`config.mk`:
```
export PLATFORM = sky130hd
export DESIGN_NAME = button_press_classifier
export DESIGN_NICKNAME = d
export VERILOG_FILES = /design/src/rtl/button_press_classifier.sv
export SDC_FILE = /design/constraint.sdc
export NUM_CORES = 1
export LEC_CHECK = 0
export ABC_AREA = 1
export CORE_UTILIZATION = 44
export CTS_CLUSTER_SIZE = 25
export DETAILED_ROUTE_END_ITERATION = 8
export PLACE_DENSITY = 0.61
export SLEW_MARGIN = 20
export SYNTH_ARGS = -nofsm -noshare
export SYNTH_HDL_FRONTEND = slang
export SYNTH_SLANG_ARGS = --single-unit
```
`constraint.sdc`:
```
create_clock -name clk -period 1.8 [get_ports clk]
set_input_delay 0.36 -clock clk [delete_from_list [all_inputs] [get_ports clk]]
set_output_delay 0.36 -clock clk [all_outputs]
set_load 0.005 [all_outputs]
```
`src/rtl/button_press_classifier.sv`:
```
// -----------------------------------------------------------------------------
// button_press_classifier
//
// Purpose:
//   Turns the clean level/edge outputs of one debounced button into user-level
//   events for the stopwatch control FSM: short press, long press, release of a
//   long press and (optionally) auto-repeat ticks while a long press is held.
//
// Interface protocol:
//   There is no valid/ready handshake. btn_down/btn_up are 1-cycle pulses from
//   the debouncer, btn_state is its level. Every event output is a registered
//   1-cycle pulse with no back-pressure; the consumer must sample it on the
//   cycle it is high.
//
// Ports:
//   clk           in   system clock, rising edge
//   rst           in   synchronous active-high reset
//   btn_state     in   debounced level, 1 while pressed
//   btn_down      in   1-cycle pulse on debounced press
//   btn_up        in   1-cycle pulse on debounced release
//   busy          out  1 while the FSM is not IDLE (registered)
//   short_press   out  pulse: released before LONG_CYCLES elapsed
//   long_press    out  pulse: hold reached LONG_CYCLES
//   long_release  out  pulse: released after a long press
//   repeat_tick   out  pulse every REPEAT_CYCLES while held after a long press
//
// Build option:
//   BUTTON_PRESS_CLASSIFIER_AUTO_REPEAT_EN  - enables repeat_tick generation;
//   when undefined repeat_tick stays 0 and the counter idles in LONG.
// -----------------------------------------------------------------------------
module button_press_classifier #(
   parameter int CNT_WIDTH     = 27,
   parameter int LONG_CYCLES   = 100_000_000,
   parameter int REPEAT_CYCLES = 20_000_000
) (
   input  logic clk,
   input  logic rst,
   input  logic btn_state,
   input  logic btn_down,
   input  logic btn_up,
   output logic busy,
   output logic short_press,
   output logic long_press,
   output logic long_release,
   output logic repeat_tick
);

   // The counter is only ever cleared or compared against a terminal value, so
   // it must be able to represent LONG_CYCLES-1 and REPEAT_CYCLES-1.
   if (LONG_CYCLES < 1 || 64'(LONG_CYCLES) >= (64'd1 << CNT_WIDTH)) begin : g_bad_long
      $error("button_press_classifier: LONG_CYCLES does not fit in CNT_WIDTH");
   end
   if (REPEAT_CYCLES < 1 || 64'(REPEAT_CYCLES) >= (64'd1 << CNT_WIDTH)) begin : g_bad_repeat
      $error("button_press_classifier: REPEAT_CYCLES does not fit in CNT_WIDTH");
   end

   localparam logic [CNT_WIDTH-1:0] LONG_TERM = CNT_WIDTH'(LONG_CYCLES - 1);
`ifdef BUTTON_PRESS_CLASSIFIER_AUTO_REPEAT_EN
   localparam logic [CNT_WIDTH-1:0] REPEAT_TERM = CNT_WIDTH'(REPEAT_CYCLES - 1);
`endif

   typedef enum logic [1:0] {
      S_IDLE    = 2'd0,
      S_PRESSED = 2'd1,
      S_LONG    = 2'd2
   } state_t;

   state_t                 state_q, state_d;
   logic [CNT_WIDTH-1:0]   cnt_q, cnt_d;
   logic                   busy_q;
   logic                   short_q, short_d;
   logic                   long_q, long_d;
   logic                   lrel_q, lrel_d;
   logic                   tick_q, tick_d;
   logic                   release_w;

   // The level term catches a release whose btn_up pulse was missed.
   assign release_w = btn_up | ~btn_state;

   always_comb begin
      state_d = state_q;
      cnt_d   = cnt_q;
      short_d = 1'b0;
      long_d  = 1'b0;
      lrel_d  = 1'b0;
      tick_d  = 1'b0;
      case (state_q)
         S_IDLE: begin
            cnt_d = '0;
            if (btn_down) begin
               state_d = S_PRESSED;
            end
         end
         S_PRESSED: begin
            // Release is checked first so a release on the terminal edge
            // still counts as a short press.
            if (release_w) begin
               state_d = S_IDLE;
               short_d = 1'b1;
               cnt_d   = '0;
            end else if (cnt_q == LONG_TERM) begin
               state_d = S_LONG;
               long_d  = 1'b1;
               cnt_d   = '0;
            end else begin
               cnt_d = cnt_q + 1'b1;
            end
         end
         S_LONG: begin
            if (release_w) begin
               state_d = S_IDLE;
               lrel_d  = 1'b1;
               cnt_d   = '0;
            end else begin
`ifdef BUTTON_PRESS_CLASSIFIER_AUTO_REPEAT_EN
               if (cnt_q == REPEAT_TERM) begin
                  tick_d = 1'b1;
                  cnt_d  = '0;
               end else begin
                  cnt_d = cnt_q + 1'b1;
               end
`else
               cnt_d = '0;
`endif
            end
         end
         default: begin
            state_d = S_IDLE;
            cnt_d   = '0;
         end
      endcase
   end

   always_ff @(posedge clk) begin
      if (rst) begin
         state_q <= S_IDLE;
         cnt_q   <= '0;
         busy_q  <= 1'b0;
         short_q <= 1'b0;
         long_q  <= 1'b0;
         lrel_q  <= 1'b0;
         tick_q  <= 1'b0;
      end else begin
         state_q <= state_d;
         cnt_q   <= cnt_d;
         busy_q  <= (state_d != S_IDLE);
         short_q <= short_d;
         long_q  <= long_d;
         lrel_q  <= lrel_d;
         tick_q  <= tick_d;
      end
   end

   assign busy         = busy_q;
   assign short_press  = short_q;
   assign long_press   = long_q;
   assign long_release = lrel_q;
   assign repeat_tick  = tick_q;

endmodule
```
==> qor.csv <==
metric;value;unit
DP HPWL;2.73;mm
later-pin clock latency in the skew report;0.29;ns
Worst R2R Path Depth;9;
DRT Pass-1 Iters;4;
CP max-delay cell;dfxtp_1;
Worst Path Max Fanout;7;
Top Family by Delay on Critical Path;simple AND/OR/NAND/NOR gates;
max-cap violations;0;
total die area;0.00412;mm2
Routed Antenna Nets;0;
number of flops mapped to enable cells by yosys;0;
DIE WIDTH;64.2;um
total wire length;3.44;mm
CTS clk-pin slew, worst paths;0.07;ns
layout cells sized above 1;9.32;%
setup ws final;0.151;ns
Layout Skew;0.00512;ns
sequential power share;53.3;%
CP peak stage delay;0.35;ns
fin. max-slew vios;0;
initial antenna violation count;0;
PortBufs;8;
Crit Path Category;flop to flop;
Cells after Synth;259;
clk buf depth;2;
Psw;285;uW
CP Launch Type;flop;
Starting Density;46.1;%
Comb pwr share;2.3;%
grt ovf;0;
first-pass GRT wire length;6.30;mm
Remaining DRCs;0;
minimum clock period after layout;1.65;ns
final hold violations;0;
mapped cell area;0.00170;mm2
Antenna Cells;0;
Vias;1475;
Pwr Total;1380;uW
largest net degree at the start of global routing;11;
nets;284;
ys flop type;dfxtp_1;
CTS Buf Count;5;
sequential area share after synthesis;38.9;%
Tcrit/Tclk final;91.6;%
Final Setup Violations;0;
WL/cell;10.5;um
outcome;finished clean;
clk sinks;33;
Leakage Power;0.000785;uW
Via density;4.51;
vias in the first global route;1455;
Worst VDD drop;0.000540;V
core area;0.00369;mm2
Mean Syn Cell Area;6.57;um2
Chip Height;64.2;um
Area Overhead vs Synth;15.9;%
1st-iter DRT viols;75;
Root Driver;clkbuf_8;
Setup crit end kind;flop;
Routability Congestion;0.865;
pwr/cell area;702;mW/mm2
Post-Place Worst Slack;0.0235;ns
Hold Crit Depth;1;
H-Tree Depth;2;
count of cell types in the netlist;27;
Fmax achieved;607;MHz
internal cell power;1100;uW
clock power share;44.4;%
Buf/Inv on CP;1;
Stages on worst setup path;9;
CTS tree;yes;
num ports;10;
crit path cell chain;ha_1 > nand3_2 > nor2_4 > nand2_4 > nor2_4 > nand2_2 > nand2_2 > buf_4 > nor2_1;
CTS resizes;0;
site row count;22;
FFs w/ async S/R, synth;0;%
TNS Setup;0;ns
critical path arrival;1.83;ns
number of synthesized register bits;33;
Synthesized Nets;265;
sw frac;20.6;%
post-CTS setup buffers;0;
Hold Path Class;flop to flop;
RSZ-0062 raised after global routing;no;
GRT Util Overall;20.2;%
CP Data Required Time;1.98;ns
hold bufs inserted after CTS;0;
fillers;405;
Warnings, synthesis;0;
metrics by stage:
step,hold slack [ns],area [um2],utilization [%],std cells
after CTS,0.458,1970,53.4,327
after floorplan,0.420,1700,-,259
after global placement,0.452,1870,50.7,319
after detailed placement,0.446,1870,50.7,319
after global routing,0.496,1970,53.4,327
final,0.473,1970,53.4,327
flip-flops by register name, summed over array words and instances (netlist names):
| name | flops |
|---|---|
| long_press | 1 |
| long_release | 1 |
| state_q | 2 |
| busy | 1 |
| cnt_q | 27 |
| short_press | 1 |
metal layers:
metal | vias to the layer above | global-route usage (%) | part of all wire, %
met4 | 0 | 6.67 | 1.7
met5 | - | 0 | 0
li1 | 822 | - | -
met3 | 6 | 4.82 | 3.0
met1 | 632 | 26.0 | 53
met2 | 15 | 33.1 | 43
layout by cell type (no fill, tap or decap):
cell type        count
buf_4                8
clkdlybuf4s50_1      8
nor2_4               2
nand4_1              4
xnor2_1              6
nor3_1               2
inv_4                1
nand2_4              1
or2_0                1
nand2_1             79
xor2_1               6
nor2_1              54
a21oi_1              5
nand2_2              2
clkinv_2             1
ha_1                 1
conb_1               1
or2_2                2
inv_1               32
nand3b_1             5
dfxtp_1             33
nand3_1             12
nand3_2              1
nor2_2               1
o21ai_0              2
clkbuf_8             7
and2_0               1
nor4_1               1
power by group through the flow:
stage	sequential [uW]	clock [uW]	combinational, uW
final	737	614	32.1
after detailed placement	753	0	32.4
after global placement	753	0	32.5
after floorplan	753	0	15.4
after CTS	736	627	32.5
after global routing	736	656	36.6
cell type report:
cell class / count / area, um2 / share of cell area (%)
multi-input cells: 189 / 882 / 44.8
flip-flops and latches: 33 / 661 / 33.5
repair buffers: 16 / 140 / 7.11
inverters: 33 / 126 / 6.41
clock buffers: 7 / 96.3 / 4.89
well taps: 48 / 60.1 / 3.05
clock inverters: 1 / 5.00 / 0.254
path summary, 6_finish.rpt:
path              slack, ns       start            to
setup / recovery       0.15    cnt_q[1]     cnt_q[10]
hold reg to reg        0.47  state_q[0]  long_release
hold / removal         0.47  state_q[0]  long_release
setup reg to reg       0.15    cnt_q[1]     cnt_q[10]
synth_stat cells (all sizes together), types with 2 or more instances:
library cell  number  area, um2
or2                3       18.8
a21oi              5       25.0
nand4              4       25.0
dfxtp             33        661
xnor2              6       52.6
nor3               2       10.0
nand3b             5       37.5
xor2               6       52.6
inv               33        126
nand2             82        320
nor2              57        231
buf                4       31.3
o21ai              2       10.0
nand3             13       70.1
logic make-up after synthesis:
kind of cell / after synthesis / share of synthesized area [%]
flops: 33 / 38.9
other cells: 1 / 0.221
simple gates: 168 / 42.7
buf+inv: 37 / 9.27
xor+xnor: 12 / 6.18
compound gates: 7 / 2.06
fa+ha+maj: 1 / 0.736
worst register-to-register path: stages (launching register included):
cell	delay, ns
dfxtp_1	0.35
ha_1	0.21
nand3_2	0.13
nor2_4	0.21
nand2_4	0.09
nor2_4	0.12
nand2_2	0.07
nand2_2	0.14
buf_4	0.17
nor2_1	0.05
Power figures use the tool's default switching activity.
